--- src/rtl/stack_pkg.sv ---
// Shared types and helpers for the operand stack: operation decode and
// modulo-DEPTH pointer arithmetic.
package stack_pkg;

  // Encoding is {push, pop}
  typedef enum logic [1:0] {
    OP_NOP     = 2'b00,
    OP_POP     = 2'b01,
    OP_PUSH    = 2'b10,
    OP_REPLACE = 2'b11
  } stack_op_e;

  function automatic int ptr_inc(input int p, input int depth);
    return (p == depth - 1) ? 0 : p + 1;
  endfunction

  function automatic int ptr_dec(input int p, input int depth);
    return (p == 0) ? depth - 1 : p - 1;
  endfunction

endpackage

--- src/rtl/operand_stack.sv ---
// LIFO operand store for the stack CPU: circular buffer with a top pointer,
// top two entries exposed combinationally for the ALU.
module operand_stack
  import stack_pkg::*;
#(
  parameter int WORD  = 4,
  parameter int DEPTH = 2,
  parameter int WRAP  = 0,
  parameter int CW    = $clog2(DEPTH + 1)
) (
  input  logic            clk,
  input  logic            rst,
  input  logic            push,
  input  logic            pop,
  input  logic [WORD-1:0] din,
  output logic [WORD-1:0] top,
  output logic [WORD-1:0] next,
  output logic [CW-1:0]   count,
  output logic            empty,
  output logic            full,
  output logic            overflow,
  output logic            underflow,
  output logic            err
);

  localparam int PW = $clog2(DEPTH);

  logic [WORD-1:0] mem [DEPTH];
  logic [PW-1:0]   tp, tp_n, tp_inc, tp_dec, wa;
  logic [CW-1:0]   count_n;
  logic            we, ov_n, un_n;
  stack_op_e       op;

  assign op     = stack_op_e'({push, pop});
  assign tp_inc = PW'(ptr_inc(32'(tp), DEPTH));
  assign tp_dec = PW'(ptr_dec(32'(tp), DEPTH));

  always_comb begin
    tp_n    = tp;
    count_n = count;
    we      = 1'b0;
    wa      = tp_inc;
    ov_n    = 1'b0;
    un_n    = 1'b0;
    unique case (op)
      OP_NOP: ;
      OP_PUSH: begin
        if (!full) begin
          tp_n    = tp_inc;
          count_n = count + 1'b1;
          we      = 1'b1;
        end else begin
          ov_n = 1'b1;
          // Wrap mode: the slot past the top is the oldest entry, overwrite it
          if (WRAP != 0) begin
            tp_n = tp_inc;
            we   = 1'b1;
          end
        end
      end
      OP_POP: begin
        if (!empty) begin
          tp_n    = tp_dec;
          count_n = count - 1'b1;
        end else begin
          un_n = 1'b1;
        end
      end
      OP_REPLACE: begin
        if (!empty) begin
          wa = tp;
          we = 1'b1;
        end else begin
          tp_n    = tp_inc;
          count_n = CW'(1);
          we      = 1'b1;
        end
      end
      default: ;
    endcase
  end

  always_ff @(posedge clk) begin
    if (rst) begin
      tp        <= '0;
      count     <= '0;
      overflow  <= 1'b0;
      underflow <= 1'b0;
      err       <= 1'b0;
    end else begin
      tp        <= tp_n;
      count     <= count_n;
      overflow  <= ov_n;
      underflow <= un_n;
      err       <= err | ov_n | un_n;
    end
  end

  always_ff @(posedge clk) begin
    if (we && !rst) mem[wa] <= din;
  end

  assign empty = (count == '0);
  assign full  = (count == CW'(DEPTH));
  assign top   = empty ? '0 : mem[tp];
  assign next  = (count > CW'(1)) ? mem[tp_dec] : '0;

endmodule

--- config.mk ---
export PLATFORM = sky130hd
export DESIGN_NAME = operand_stack
export DESIGN_NICKNAME = d
export VERILOG_FILES = /design/src/rtl/stack_pkg.sv /design/src/rtl/operand_stack.sv
export SDC_FILE = /design/constraint.sdc
export NUM_CORES = 1
export LEC_CHECK = 0
export CAP_MARGIN = 20
export CORE_UTILIZATION = 40
export DETAILED_ROUTE_END_ITERATION = 12
export DONT_BUFFER_PORTS = 1
export PLACE_DENSITY = 0.63
export SLEW_MARGIN = 20
export SYNTH_ARGS = -nofsm -noshare
export SYNTH_HDL_FRONTEND = slang
export SYNTH_SLANG_ARGS = --single-unit
--- constraint.sdc ---
create_clock -name clk -period 2.3 [get_ports clk]
set_input_delay 0.46 -clock clk [delete_from_list [all_inputs] [get_ports clk]]
set_output_delay 0.46 -clock clk [all_outputs]
set_load 0.02 [all_outputs]
Yosys cells after proc, flatten, opt, wreduce, memory -nomap -nowiden

Memories as Yosys holds them, arrays and structs flattened. A register that Yosys moved wholly into a read port is not among the register bits.
Cells that the tools add are included.

Register bits after elaboration: 6
Bits in writable memories: 8
Bits of input ports: 8
Output and inout bits: 15
Logic and storage cells: 49
Memories kept: 1

Add/sub/neg operators: 4
Order comparisons: 1
Eq/ne operators: 7
Muxes and demuxes: 23
Bitwise logic cells: 2
Reduce and logical (&&, ||, !) cells: 6

Memories:

| name | depth | width | rd ports | clocked after Yosys merged registers in | wr ports | RTL line            | source |
|---|---|---|---|---|---|---|---|
| mem  | 2     | 4     | 2        | 1                                       | 1        | operand_stack.sv:28 | `logic [WORD-1:0] mem [DEPTH];` |

Operators with widths:

| kind                  | count |
|---|---|
| $mux W1               | 15 |
| $mux W4               | 2 |
| $eq A2 B2 Y1 const B  | 3 |
| $mux W2               | 3 |
| $ne A2 B2 Y1 const B  | 3 |
| $pmux W2 S3           | 1 |
| $reduce_and A4 Y1     | 1 |
| $pmux W1 S3           | 1 |
| $reduce_and A3 Y1     | 1 |
| $reduce_bool A3 Y1    | 1 |
| $add A2 B1 Y2 const B | 1 |
| $eq A2 B1 Y1 const B  | 1 |
| $gt A2 B1 Y1 const B  | 1 |
| $logic_not A2 Y1      | 1 |
| $or A1 B1 Y1          | 2 |
| $pmux W1 S2           | 1 |
| $sub A2 B1 Y2 const B | 1 |
| $add A1 B1 Y1 const B | 1 |
| $logic_and A1 B1 Y1   | 1 |
| $logic_not A1 Y1      | 1 |
| $sub A1 B1 Y1 const B | 1 |

Longest topological paths before layout

Word-level depth: 6
Gate-level depth with buffers: 6
Gate-level depth less buffers: 6

Worst setup path before layout

Ideal clock, no wire load.

Path kind: reg2reg
Start: register count[0]
End: memory mem[1][0] (enable)
Setup time: 0.372 ns
Arrival time: 1.602 ns
Data required time: 1.928 ns
Path slack: 0.326 ns
Cell stages (with the launch flop): 7
Path buffers: 0
Period minus slack after synthesis: 1.974 ns
Cell sequence: dfxtp_1 -> inv_1 -> ha_1 -> nor2_2 -> a21o_1 -> nor2_1 -> a211oi_1

Word-level cells in the longest chain between the ends: 6
Elaborated cells between the ends (all ways): 9
Those cells by class: eq/ne (1); mux (6); reduce/logical (2)

RTL lines:

| element                       | RTL line             | source |
|---|---|---|
| start: declaration            | operand_stack.sv:18  | `output logic [CW-1:0] count,` |
| start signal: assignment      | operand_stack.sv:92  | `count <= count_n;` |
| $eq A2 B2 Y1                  | operand_stack.sv:104 | `assign full = (count == CW'(DEPTH));` |
| via full                      | operand_stack.sv:20  | `output logic full,` |
| $mux W1                       | operand_stack.sv:48  | `if (!full) begin` |
| $pmux W1 S2                   | operand_stack.sv:45  | `unique case (op)` |
| $logic_and A1 B1 Y1           | operand_stack.sv:100 | `if (we && !rst) mem[wa] <= din;` |
| $mux W1                       | operand_stack.sv:100 |  |
| $mux W1 (not written as such) | operand_stack.sv:100 |  |
| end: declaration              | operand_stack.sv:28  |  |

The timed path passes the listed nets, and every way through them passes these cells.

Worst setup path after layout

Start: register count[0]
End: output top[2]

Word-level cells in the longest chain between the ends: 2

RTL lines:

| element          | RTL line             | source |
|---|---|---|
| $logic_not A2 Y1 | operand_stack.sv:103 | `assign empty = (count == '0);` |
| via empty        | operand_stack.sv:19  | `output logic empty,` |
| $mux W4          | operand_stack.sv:105 | `assign top = empty ? '0 : mem[tp];` |
| end: declaration | operand_stack.sv:16  | `output logic [WORD-1:0] top,` |

The timed path passes the listed nets, and every way through them passes these cells.

==> flow_summary.yaml <==
grt:
  grt_pass1_vias: 475
  grt_pass1_wl_um: 2070
  grt_max_degree: 11
  overflow: 0
  grt.total_usage_pct: 14.8
  grtUsageMet1_pct: 18.1
  busiest_layer: "met2"
  grt_use_met3_pct: 5.71
  antenna_found_initial: 0
  grt_util_met2_pct: 23.8
layout:
  diodes: 0
  stdcell_count: 84
  syn2layout_area_growth_pct: 7.39
  layout.cells.most_common: "nor2_1"
  layout-drive-gt1-share_pct: 10.3
  final_cell_mix: "nor2_1 (13), mux2i_1 (9), edfxtp_1 (8)"
  final_nets: 80
outcome:
  status: "finished, final reports clean"
clocking:
  clock-root-buffer: "clkbuf_4"
  clock_latency_ps: 270
  cts_made_buffers: 3
  ctsHtreeMaxLevel: 1
  cts.clk_slew.worst_paths_ps: 80
  cts_resized: 0
  tritoncts: "yes"
  clockBufferDepth: 2
  cts_num_sinks: 15
  post-cts-setup-buffers: 0
  cts_hold_buf: 0
floorplanning:
  rows: 14
  die_h_um: 44.2
  core_area_um2: 1580
  die-area_um2: 1950
  die_width_um: 44.2
  initial_core_util_pct: 45.1
  io-pin-count: 23
worst_setup_path:
  reg2reg_to: "mem[0][1]"
  start_kind: "register"
  crit_path_end_kind: "output pin"
  required_ps: 1840
  crit_end: "top[2]"
  r2r_setup_slack_ps: 290
  cp_max_fo: 8
  crit_type: "register to output pin"
  rr_startpoint: "count[0]"
  cp_data_arrival_time_ps: 1670
  worst-r2r-cell-count: 6
  crit_start: "count[0]"
route:
  final_antenna_net_count: 0
  drt-total-wl_um: 1200
  drc: 0
  post_drt_wl_per_cell_um: 14.3
  vias: 473
  routed_via_density: 5.63
  drt_iter0_markers: 4
  drt_pass1_iterations: 4
place:
  dp.cells: 80
  dpl.hpwl_um: 929
  gp_congestion: 0.743
  portBuffers: 0
sta:
  fin_hold_ws_ps: 273
  finalCritPeriodShare_pct: 92.6
  hold_viol_final: 0
  fmax_ghz: 0.470
  tightest_slew_ps: 443
  setup_violations: 0
  maxSlewHeadroom_pct: 70.4
  finalSetupTns_ps: 0
  timing.final.crit_period_ps: 2130
  rsz0062_at_grt: "no"
  finalClockSkew_ps: 2.61
  slew_violations: 0
pwr:
  power.density_nw_per_um2: 866
  power_uw: 661
  total_leakage_power_nw: 0.299
  max-vdd-ir-drop_uv: 473
synth:
  synth-seq-cells: 15
  synth-warning-count: 0
  syn_area_um2: 711
  synth_nets: 75
  postSynthAreaPerCell_um2: 11.1
  synth.distinct_cells: 22
  ys_seq_area_share_pct: 53.5
  postSynthCellCount: 64
job:
  cap_viol_max_count: 0
min_path:
  hp-class: "input pin to register"
==> routing by layer <==
| layer | wire [µm] | share of wire (%) | vias to the layer above |
|---|---|---|---|
| met3 | 96 | 8.0 | 2 |
| met2 | 573 | 48 | 15 |
| met4 | 9 | 0.75 | 0 |
| met1 | 523 | 43 | 224 |
| met5 | 0 | 0 | - |
| li1 | - | - | 232 |
==> cell type report <==
type,instances,area (µm²)
Multi-Input combinational cell,43,307
Fill cell,153,813
Sequential cell,15,380
Clock buffer,4,26.3
Tap cell,16,20.0
Inverter,4,15.0
Timing Repair Buffer,2,15.0
==> sequential cells by signal, indices dropped and copies added (netlist names), named ones only <==
| register | count |
|---|---|
| mem | 8 |
| overflow | 1 |
| underflow | 1 |
| count | 2 |
| err | 1 |
| tp | 1 |
==> worst min-delay path by stage <==
stage	start	end	slack, ps	cells after the start
after floorplan	pop	overflow	550	1
after global placement	din[2]	mem[1][2]	560	0
after detailed placement	pop	overflow	560	1
after CTS	pop	overflow	260	1
after global routing	din[3]	mem[0][3]	260	0
final	pop	overflow	270	1
==> stage by stage <==
| step | setup WS [ps] | utilization, % | area [µm²] |
|---|---|---|---|
| after CTS | 144 | 48.4 | 763 |
| after floorplan | 326 | - | 711 |
| after global placement | 345 | 46.7 | 737 |
| final | 171 | 48.4 | 763 |
| after global routing | 51.6 | 48.4 | 763 |
| after detailed placement | 282 | 46.7 | 737 |
==> worst max-delay path: stages, from the launching register on <==
cell	delay, ps
dfxtp_1	490
inv_1	120
ha_1	380
nor2_1	400
==> report_power, final <==
part           switching, mW  total [mW]  internal, mW
clock                 0.0739       0.141        0.0671
sequential            0.0383       0.348         0.310
combinational          0.108       0.172        0.0646
total                  0.220       0.661         0.441
==> synth_stat cells (all sizes together) <==
cell type,n,area share (%)
o31ai,1,1.1
clkbuf,1,0.53
dfxtp,7,20
mux2,1,1.6
nand2,2,1.1
nand2b,2,1.8
nor2,14,7.7
a21o,1,1.1
a211o,2,2.5
buf,1,0.70
a2111o,1,1.6
a21oi,3,2.6
edfxtp,8,34
inv,4,2.1
and4,1,1.2
ha,3,5.3
mux2i,9,13
nor3b,1,1.1
nor2b,1,0.88
a211oi,1,1.1
==> kinds of logic after synthesis <==
logic type,Yosys count,synth area share (%)
compound gates,9,9.86
flops,15,53.5
mux,10,14.3
buf+inv,6,3.34
simple gates,21,13.7
fa+ha+maj,3,5.28
No activity file was read; power rests on OpenSTA's default activity.
